### config.mk
export PLATFORM = sky130hd
export DESIGN_NAME = onehot_mux_arb
export DESIGN_NICKNAME = d
export VERILOG_FILES = /design/src/rtl/onehot_mux_arb.sv
export SDC_FILE = /design/constraint.sdc
export NUM_CORES = 1
export LEC_CHECK = 0
export ABC_AREA = 1
export BUFFER_PORTS_ARGS = -buffer_cell sky130_fd_sc_hd__buf_2
export CAP_MARGIN = 20
export CORE_ASPECT_RATIO = 1.2
export CORE_UTILIZATION = 45
export DETAILED_ROUTE_END_ITERATION = 12
export GPL_TIMING_DRIVEN = 0
export PLACE_DENSITY = 0.82
export RECOVER_POWER = 100
export SLEW_MARGIN = 5
export SYNTH_ARGS = -nofsm -noshare
export SYNTH_HDL_FRONTEND = slang
export SYNTH_SLANG_ARGS = --single-unit
### constraint.sdc
create_clock -name clock -period 6.2 [get_ports clock]
set_clock_uncertainty 0.2 [all_clocks]
set_input_delay 1.24 -clock clock [delete_from_list [all_inputs] [get_ports clock]]
set_output_delay 1.24 -clock clock [all_outputs]
set_load 0.005 [all_outputs]
### src/rtl/onehot_mux_arb.sv
// ----------------------------------------------------------------------------
// onehot_mux_arb
//
// Multi-channel valid/ready multiplexer with a one-slot registered output
// stage. Two grant modes:
//   io_mode = 0 : one-hot select. io_sel picks the channel. An io_sel that is
//                 not exactly one-hot while any input is valid raises a sticky
//                 error flag, and nothing is transferred that cycle.
//   io_mode = 1 : round-robin arbitration. The search starts at the channel
//                 after the last one granted and wraps around.
//
// Ports
//   clock         rising-edge clock
//   reset         asynchronous active-low reset
//   io_in_data    CHANNELS*WIDTH flattened input data (channel k at [k*WIDTH +: WIDTH])
//   io_in_valid   per-channel valid
//   io_in_ready   per-channel ready (combinational, at most one bit high)
//   io_mode       0 = one-hot select, 1 = round-robin
//   io_sel        one-hot channel select (mode 0 only)
//   io_out_data   registered output data
//   io_out_valid  registered output valid
//   io_out_ready  downstream ready
//   io_out_chan   registered index of the channel that supplied io_out_data
//   io_err        sticky select-error flag
//   io_err_clr    synchronous clear of io_err (a same-cycle set wins)
// ----------------------------------------------------------------------------
module onehot_mux_arb #(
  parameter  int WIDTH    = 32,
  parameter  int CHANNELS = 4,
  localparam int CW       = (CHANNELS > 2) ? $clog2(CHANNELS) : 1
) (
  input  logic                      clock,
  input  logic                      reset,
  input  logic [CHANNELS*WIDTH-1:0] io_in_data,
  input  logic [CHANNELS-1:0]       io_in_valid,
  output logic [CHANNELS-1:0]       io_in_ready,
  input  logic                      io_mode,
  input  logic [CHANNELS-1:0]       io_sel,
  output logic [WIDTH-1:0]          io_out_data,
  output logic                      io_out_valid,
  input  logic                      io_out_ready,
  output logic [CW-1:0]             io_out_chan,
  output logic                      io_err,
  input  logic                      io_err_clr
);

  logic                r_out_valid;
  logic [WIDTH-1:0]    r_out_data;
  logic [CW-1:0]       r_out_chan;
  logic [CW-1:0]       r_ptr;
  logic                r_err;

  logic                w_load_en;
  logic                w_sel_ok;
  logic [CW-1:0]       w_sel_idx;
  logic                w_rr_found;
  logic [CW-1:0]       w_rr_idx;
  logic [CW-1:0]       w_grant_idx;
  logic [WIDTH-1:0]    w_grant_data;
  logic [CHANNELS-1:0] w_ready;
  logic                w_xfer;
  logic                w_err_set;

  // The output slot can take a new word when it is empty or being drained.
  assign w_load_en = !r_out_valid || io_out_ready;

  // One-hot select decode: count set bits and remember the (single) index.
  // NOTE: every signal driven in an always_comb gets a default at the top so
  // no path leaves it unassigned; otherwise synthesis infers a latch.
  always_comb begin : p_sel_decode
    int v_cnt;
    v_cnt     = 0;
    w_sel_idx = '0;
    for (int k = 0; k < CHANNELS; k++) begin
      if (io_sel[k]) begin
        v_cnt     = v_cnt + 1;
        w_sel_idx = CW'(k);
      end
    end
    w_sel_ok = (v_cnt == 1);
  end

  // Round-robin search: walk offsets from CHANNELS down to 1 so that the
  // last hit, which wins, is the smallest offset after the pointer.
  always_comb begin : p_rr_search
    logic [CW-1:0] v_idx;
    w_rr_found = 1'b0;
    w_rr_idx   = '0;
    for (int i = CHANNELS; i >= 1; i--) begin
      v_idx = CW'((int'(r_ptr) + i) % CHANNELS);
      if (io_in_valid[v_idx]) begin
        w_rr_found = 1'b1;
        w_rr_idx   = v_idx;
      end
    end
  end

  // Ready generation. Held low throughout reset so nothing is accepted.
  always_comb begin : p_ready
    w_ready     = '0;
    w_grant_idx = io_mode ? w_rr_idx : w_sel_idx;
    if (reset && w_load_en) begin
      if (!io_mode) begin
        if (w_sel_ok) w_ready = io_sel;
      end else if (w_rr_found) begin
        w_ready[w_rr_idx] = 1'b1;
      end
    end
  end

  always_comb begin : p_data_mux
    w_grant_data = '0;
    for (int k = 0; k < CHANNELS; k++) begin
      if (w_grant_idx == CW'(k)) w_grant_data = io_in_data[k*WIDTH +: WIDTH];
    end
  end

  assign w_xfer    = |(w_ready & io_in_valid);
  assign w_err_set = !io_mode && !w_sel_ok && (|io_in_valid);

  // NOTE: registers use non-blocking assignments so every flop samples the
  // pre-edge values, independent of statement order within the block.
  always_ff @(posedge clock or negedge reset) begin
    if (!reset) begin
      r_out_valid <= 1'b0;
      r_out_data  <= '0;
      r_out_chan  <= '0;
      r_err       <= 1'b0;
      r_ptr       <= CW'(CHANNELS - 1);   // channel 0 gets first priority
    end else begin
      if (w_load_en) begin
        if (w_xfer) begin
          r_out_valid <= 1'b1;
          r_out_data  <= w_grant_data;
          r_out_chan  <= w_grant_idx;
          if (io_mode) r_ptr <= w_rr_idx;
        end else begin
          // Slot drained with nothing new: drop valid, keep data/chan.
          r_out_valid <= 1'b0;
        end
      end
      if (w_err_set)       r_err <= 1'b1;
      else if (io_err_clr) r_err <= 1'b0;
    end
  end

  assign io_in_ready  = w_ready;
  assign io_out_valid = r_out_valid;
  assign io_out_data  = r_out_data;
  assign io_out_chan  = r_out_chan;
  assign io_err       = r_err;

endmodule

==> results of run 1 <==
[registers in the layout, summed over array words and instances (netlist names)]
register / count
io_out_chan: 2
io_out_valid: 1
io_err: 1
r_ptr: 2
io_out_data: 32
[worst min path at each step]
stage,startpoint,to,slack [ns],cells after the start
5_1_grt,io_out_data[25]$_DFFE_PN0P_,io_out_data[25]$_DFFE_PN0P_,0.30,2
6_report,io_out_data[8]$_DFFE_PN0P_,io_out_data[8]$_DFFE_PN0P_,0.28,2
2_1_floorplan,io_out_data[0]$_DFFE_PN0P_,io_out_data[0]$_DFFE_PN0P_,0.27,2
3_3_place_gp,io_out_data[22]$_DFFE_PN0P_,io_out_data[22]$_DFFE_PN0P_,0.26,2
3_5_place_dp,io_out_data[12]$_DFFE_PN0P_,io_out_data[12]$_DFFE_PN0P_,0.26,2
4_1_cts,io_out_data[8]$_DFFE_PN0P_,io_out_data[8]$_DFFE_PN0P_,0.28,2
[synthesized netlist by cell type, types with 4 or more instances]
cell type / count / area (µm²)
buf_2: 12 / 60.06
buf_4: 14 / 105.1
buf_6: 6 / 67.56
dfrtp_1: 36 / 900.9
inv_1: 18 / 67.56
inv_2: 8 / 30.03
nand2_1: 169 / 634.4
nand2_2: 8 / 50.05
nand2_4: 4 / 45.04
nand3_1: 110 / 550.5
nand4_1: 35 / 219.0
nor2_1: 7 / 26.28
o21ai_0: 5 / 25.02
[report_power, final]
part | internal, W | switching [W] | leakage [nW] | total, W
registers | 0.000364 | 0.0000671 | 0.474 | 0.000431
clock network | 0.000172 | 0.0000884 | 0.0714 | 0.000260
logic | 0.000416 | 0.000704 | 1.73 | 0.00112
total | 0.000951 | 0.000859 | 2.28 | 0.00181
[cells in the final DEF, fill, tap and decap left out, drive strengths merged, types with 2 or more instances in the layout]
cell,count
nor3,2
dfrtp,36
nand4,35
nor4,2
inv,27
nand2,181
xnor2,2
nand3,113
dfstp,2
buf,183
clkbuf,34
o21ai,7
bufinv,2
nor2,10
ha,3
[per-layer routing]
layer  share of wire [%]  global-route usage (%)
met4                 1.4                   6.918
met3                 7.2                   4.577
met5                   0                       0
met2                  50                   50.30
met1                  41                   35.57
[logic make-up (layout without fill, tap and decap cells)]
group | after synthesis | in the layout | share of synthesized area [%]
flops | 38 | 38 | 31.34
xor+xnor | 3 | 3 | 1.111
compound gates | 9 | 9 | 1.933
simple gates | 344 | 344 | 53.31
buf+inv | 59 | 246 | 11.07
fa+ha+maj | 3 | 3 | 1.234
[critical path, cell delays in order]
cell	delay, ns
clkbuf_1	0.10
inv_1	0.06
ha_1	0.34
xor2_1	0.24
ha_1	0.26
nor2_1	0.10
nand2_1	0.06
nand2_1	0.06
nand2_1	0.06
nand2_1	0.10
nand2_1	0.11
nor4_1	0.28
clkbuf_1	0.14
[cell type report]
cell class	instances	share of cell area (%)
Buffer	32	5.225
Clock buffer	6	2.016
Clock inverter	2	1.467
Inverter	27	2.536
Multi-Input combinational cell	359	41.70
Sequential cell	38	23.28
Tap cell	85	2.597
Timing Repair Buffer	179	21.17
[per-stage QoR]
step / util (%) / setup slack (ns) / hold slack [ns] / cell area [µm²] / total power (W)
after global placement: 62.35 / 1.683 / 0.2569 / 4044 / 0.001558
after floorplan: - / 1.933 / 0.2724 / 3042 / 0.001206
after global routing: 63.14 / 1.434 / 0.3014 / 4095 / 0.001975
after detailed placement: 62.35 / 1.666 / 0.2598 / 4044 / 0.001580
after CTS: 64.54 / 1.661 / 0.2803 / 4187 / 0.001848
final: 63.14 / 1.607 / 0.2795 / 4095 / 0.001810
==> results.py, run 1 <==
metrics = {
    "outcome": {
        "status": "complete, no violations",
    },
    "sta": {
        "setup_violations": 0,
        "post-route-period-util_pct": 74.08,
        "worst_pin_slew_ns": 0.8863,
        "fin_setup_tns_ns": 0,
        "worst_slew_margin_rel_pct": 40.91,
        "grt_setup_unrepaired": "false",
        "max_freq_mhz": 217.7,
        "finalHoldViolCount": 0,
        "finalMaxSlewViolations": 0,
        "fin_crit_ns": 4.593,
    },
    "die": {
        "initial_utilization_pct": 46.89,
        "rows": 32,
        "die_w_um": 77.05,
        "die_h_um": 92.06,
        "dieArea_um2": 7093,
        "ios": 181,
        "core_area_um2": 6486,
    },
    "route": {
        "viasPerCell": 5.313,
        "postRouteAntennaNets": 0,
        "via_count": 3868,
        "drcViolationCount": 0,
        "wire_per_inst_um": 14.28,
        "wirelength_um": 10400,
        "drtIter0Drc": 225,
        "first_pass_iters": 5,
    },
    "job": {
        "maxCapViolations": 0,
    },
    "logic_synthesis": {
        "yosys_register_bits": 38,
        "syn_area_per_cell_um2": 6.670,
        "synth-seq-area-share_pct": 31.35,
        "ys_async_sr_fraction_pct": 100.0,
        "synth_edf_count": 0,
        "synth_cell_types": 29,
        "ys.warnings.count": 0,
        "netlist_instances": 456,
        "synthesis.nets": 600,
        "synth-main-ff-cell": "dfrtp_1",
        "netlist_area_um2": 3042,
    },
    "final_layout": {
        "nets": 786,
        "antennaDiodeCount": 0,
        "drive_gt1_share_pct": 33.90,
        "syn2layout_area_growth_pct": 34.64,
        "multi_input_area_um2": 1708,
        "finalNonFillerCells": 728,
        "register_area_um2": 953.4,
        "fillers": 652,
    },
    "grt": {
        "overflow": 0,
        "grt_pass1_wl_um": 15940,
        "grt_start_max_net_pins": 40,
        "grt_pass1_vias": 3360,
        "antenna_found_initial": 0,
        "grtUsageTotal_pct": 28.31,
    },
    "setup_path": {
        "startpoint_type": "primary input",
        "cp.required_ns": 4.76,
        "path_class": "in -> out",
        "rr_endpoint": "io_out_data[12]$_DFFE_PN0P_",
        "r2r-start": "r_ptr[0]$_DFFE_PN1P_",
        "cp-end-kind": "output pin",
        "critPathMaxFanout": 4,
        "r2r_cells": 18,
        "setup.worst_path.start": "io_sel[0]",
        "worstPathArrival_ns": 3.15,
        "rrSetupSlack_ns": 3.17,
        "cp-endpoint": "io_in_ready[3]",
    },
    "clock_network": {
        "cts_resized": 0,
        "clk_latency_ns": 0.29,
        "path_clk_slew_ns": 0.07,
        "cts_max_level": 2,
        "cts_max_path_buffers": 2,
        "cts_tree": "yes",
        "numCtsBuffers": 5,
        "post-cts-setup-buffers": 0,
        "cts_hold_buffers": 0,
        "cts_sinks": 38,
        "cts-root-buf": "clkbuf_8",
    },
    "power_and_ir_drop": {
        "leakagePower_nw": 2.280,
        "power-per-cell-area_nw_per_um2": 442.1,
        "irDropWorstVdd_v": 0.0002042,
    },
    "placement": {
        "portBuffers": 179,
        "dp_cells": 720,
        "dpl.hpwl_um": 8038,
        "gp_congestion": 0.8350,
    },
    "worst_hold_path": {
        "hp-class": "reg -> reg",
    },
}
Power figures use the tool's default switching activity.
==> run 2, diff against run 1 <==
- ABC_AREA: 1 -> 0
- CORE_UTILIZATION: 45 -> 44
- PLACE_DENSITY: 0.82 -> 0.81
- clock period: 6.2 -> 4.35 ns (I/O delays scaled with it)
==> run 2 against run 1 <==
Via count decreased by 31%. Wire length is 25% lower. Critical path depth fell by 3. Flip-flop and latch count unchanged. Hold slack improved by 0.028 ns. Count of clock-buffer cells in the layout rose by 1. Die area shrank 1.7%. Clock power rose by 13%. Cell area down 0.61%. Utilization increased by 0.40 points.
==> results.py, run 2 <==
metrics = {
    "grt": {
        "overflow": 0,
        "grt_pass1_wl_um": 12320,
        "grt_pass1_vias": 2677,
        "grt_start_max_net_pins": 41,
        "antenna_found_initial": 0,
        "grtUsageTotal_pct": 22.28,
    },
    "logic_synthesis": {
        "synth_area_leader_cell": "mux2i_1",
        "yosys_register_bits": 38,
        "synth-seq-area-share_pct": 32.63,
        "yosys.area_share.simple_pct": 4.968,
        "synth_edf_count": 0,
        "yosys-top-cells-area": "mux2i_1 (34%), dfrtp_1 (31%), mux2_4 (14%)",
        "muxShareOfSynthArea_pct": 50.54,
        "netlist_area_um2": 2922,
        "synth_xor_area_share_pct": 0.5996,
        "netlist_instances": 244,
        "ys.warnings.count": 0,
        "synth-main-ff-cell": "dfrtp_1",
        "synthesis.nets": 388,
        "synth_cell_types": 36,
        "ys_async_sr_fraction_pct": 100.0,
        "synth_top_family_by_area": "multiplexers",
        "synth_top_area_share_pct": 33.58,
        "syn_area_per_cell_um2": 11.97,
        "synth_compound_area_share_pct": 5.739,
        "synth_common_cells": "mux2i_1 (98), dfrtp_1 (36), mux2_4 (27)",
        "yosysMostFrequentCell": "mux2i_1",
        "synth_fa_ha_area_share_pct": 1.285,
    },
    "setup_path": {
        "worstPathArrival_ns": 3.20,
        "cp-end-kind": "output pin",
        "startpoint_type": "primary input",
        "cp.required_ns": 3.28,
        "path_class": "in -> out",
        "critPathMaxFanout": 4,
    },
    "clock_network": {
        "cts_sinks": 38,
        "cts_tree": "yes",
        "cts_hold_buffers": 0,
        "clk_latency_ns": 0.28,
        "path_clk_slew_ns": 0.07,
        "numCtsBuffers": 5,
        "cts_max_level": 2,
        "cts-root-buf": "clkbuf_8",
        "cts_max_path_buffers": 2,
    },
    "route": {
        "viasPerCell": 5.156,
        "via_count": 2676,
        "postRouteAntennaNets": 0,
        "wirelength_um": 7772,
        "wire_per_inst_um": 14.97,
        "drcViolationCount": 0,
        "first_pass_iters": 4,
        "drtIter0Drc": 82,
    },
    "sta": {
        "worst_pin_slew_ns": 0.9141,
        "fin_setup_tns_ns": 0,
        "max_freq_mhz": 233.9,
        "setup_violations": 0,
        "grt_setup_unrepaired": "false",
        "post-route-period-util_pct": 98.27,
        "finalMaxSlewViolations": 0,
        "worst_slew_margin_rel_pct": 39.06,
        "fin_crit_ns": 4.275,
        "finalHoldViolCount": 0,
    },
    "die": {
        "ios": 181,
        "die_h_um": 91.26,
        "rows": 32,
        "dieArea_um2": 6971,
        "die_w_um": 76.39,
        "initial_utilization_pct": 45.61,
        "core_area_um2": 6406,
    },
    "final_layout": {
        "largest_reg_flops": 32,
        "nets": 577,
        "antennaDiodeCount": 0,
        "drive_gt1_share_pct": 51.15,
        "multi_input_area_um2": 1884,
        "fillers": 549,
        "register_area_um2": 953.4,
        "final_common_cell": "buf_2",
        "syn2layout_area_growth_pct": 39.31,
        "mostFrequentLayoutCells": "buf_2 (161), mux2i_1 (98), dfrtp_1 (36)",
        "postLayoutCoreUtil_pct": 63.54,
    },
    "power_and_ir_drop": {
        "power-per-cell-area_nw_per_um2": 477.8,
        "irDropWorstVdd_v": 0.0002577,
        "leakagePower_nw": 2.300,
        "finalPower_w": 0.001945,
    },
    "outcome": {
        "status": "complete, no violations",
    },
    "placement": {
        "portBuffers": 178,
        "dpl.hpwl_um": 6083,
        "gp_congestion": 0.7985,
    },
    "worst_hold_path": {
        "hp-class": "reg -> reg",
    },
    "job": {
        "maxCapViolations": 0,
    },
}
[run 2: cell types whose count changed after synthesis, sizes merged, moves of 3 or more]
cell    change
a22o        +5
buf        -20
clkbuf      +4
inv        -20
mux2       +33
mux2i      +98
nand2     -174
nand2b      +3
nand3     -111
nand4      -35
nor2        -3
o21ai       -4
[run 2: through the flow]
step / hold WS [ns] / cells / cell area, µm² / worst slack, ns
after floorplan: 0.2917 / 244 / 2922 / 0.2822
after global placement: 0.2847 / 507 / 3919 / -0.04640
after detailed placement: 0.2896 / 508 / 3926 / -0.08830
after CTS: 0.3075 / 517 / 4040 / 0.006330
after global routing: 0.3237 / 519 / 4070 / 0.01135
final: 0.3073 / 519 / 4070 / 0.07506
[run 2: final cells by class]
class,count,share of cell area (%)
Clock buffer,7,1.875
Sequential cell,38,23.42
Tap cell,85,2.613
Inverter,7,0.6456
Buffer,16,2.398
Multi-Input combinational cell,183,46.30
Timing Repair Buffer,182,22.01
Clock inverter,1,0.7378
[run 2: report_power, final]
| group | switching [W] | total [W] | internal [W] |
|---|---|---|---|
| Clock | 0.000123 | 0.000295 | 0.000172 |
| Combinational | 0.000432 | 0.00102 | 0.000584 |
| Sequential | 0.0000983 | 0.000634 | 0.000536 |
| Total | 0.000653 | 0.00194 | 0.00129 |
[run 2: critical path, stage by stage]
cell,delay [ns]
buf_2,0.12
ha_1,0.20
or2_4,0.23
and2_4,0.14
ha_4,0.20
or2_4,0.22
mux4_2,0.50
nor4_4,0.36
a22o_1,0.23
buf_2,0.12
[run 2: repair_timing]
item	CTS	global route
endpoints found under the setup margin	4	4
pin swaps	3	5
setup buffers	1	2
gates resized for setup	0	8
[run 2: cell families (layout without fill, tap and decap cells)]
kind of cell | Yosys count | count (layout)
xor gates and xnor gates | 2 | 2
DFF | 38 | 38
and+or+nand+nor | 27 | 27
adders and majority gates | 3 | 3
AOI/OAI and AO/OA | 19 | 19
muxes | 132 | 132
buffers and inverters | 23 | 213
[run 2: path summary, 6_finish.rpt]
| path | startpoint | endpoint | slack (ns) | cells past startpoint |
|---|---|---|---|---|
| max | io_sel[0] | io_in_ready[1] | 0.08 | 10 |
| min | io_out_data[31]$_DFFE_PN0P_ | io_out_data[31]$_DFFE_PN0P_ | 0.31 | 1 |
| max reg2reg | r_ptr[1]$_DFFE_PN1P_ | io_out_data[1]$_DFFE_PN0P_ | 1.06 | 10 |
| min reg2reg | io_out_data[31]$_DFFE_PN0P_ | io_out_data[31]$_DFFE_PN0P_ | 0.31 | 1 |
| max in group asynchronous | reset | io_out_data[6]$_DFFE_PN0P_ | 2.86 | 1 |
| min in group asynchronous | reset | io_out_data[31]$_DFFE_PN0P_ | 0.52 | 1 |
[run 2: metal layers]
metal	track usage, %	up-vias	part of all wire (%)
li1	-	1277	-
met1	24.78	1259	39
met2	41.67	128	54
met3	3.920	12	5.2
met4	8.494	0	1.6
met5	0	-	0
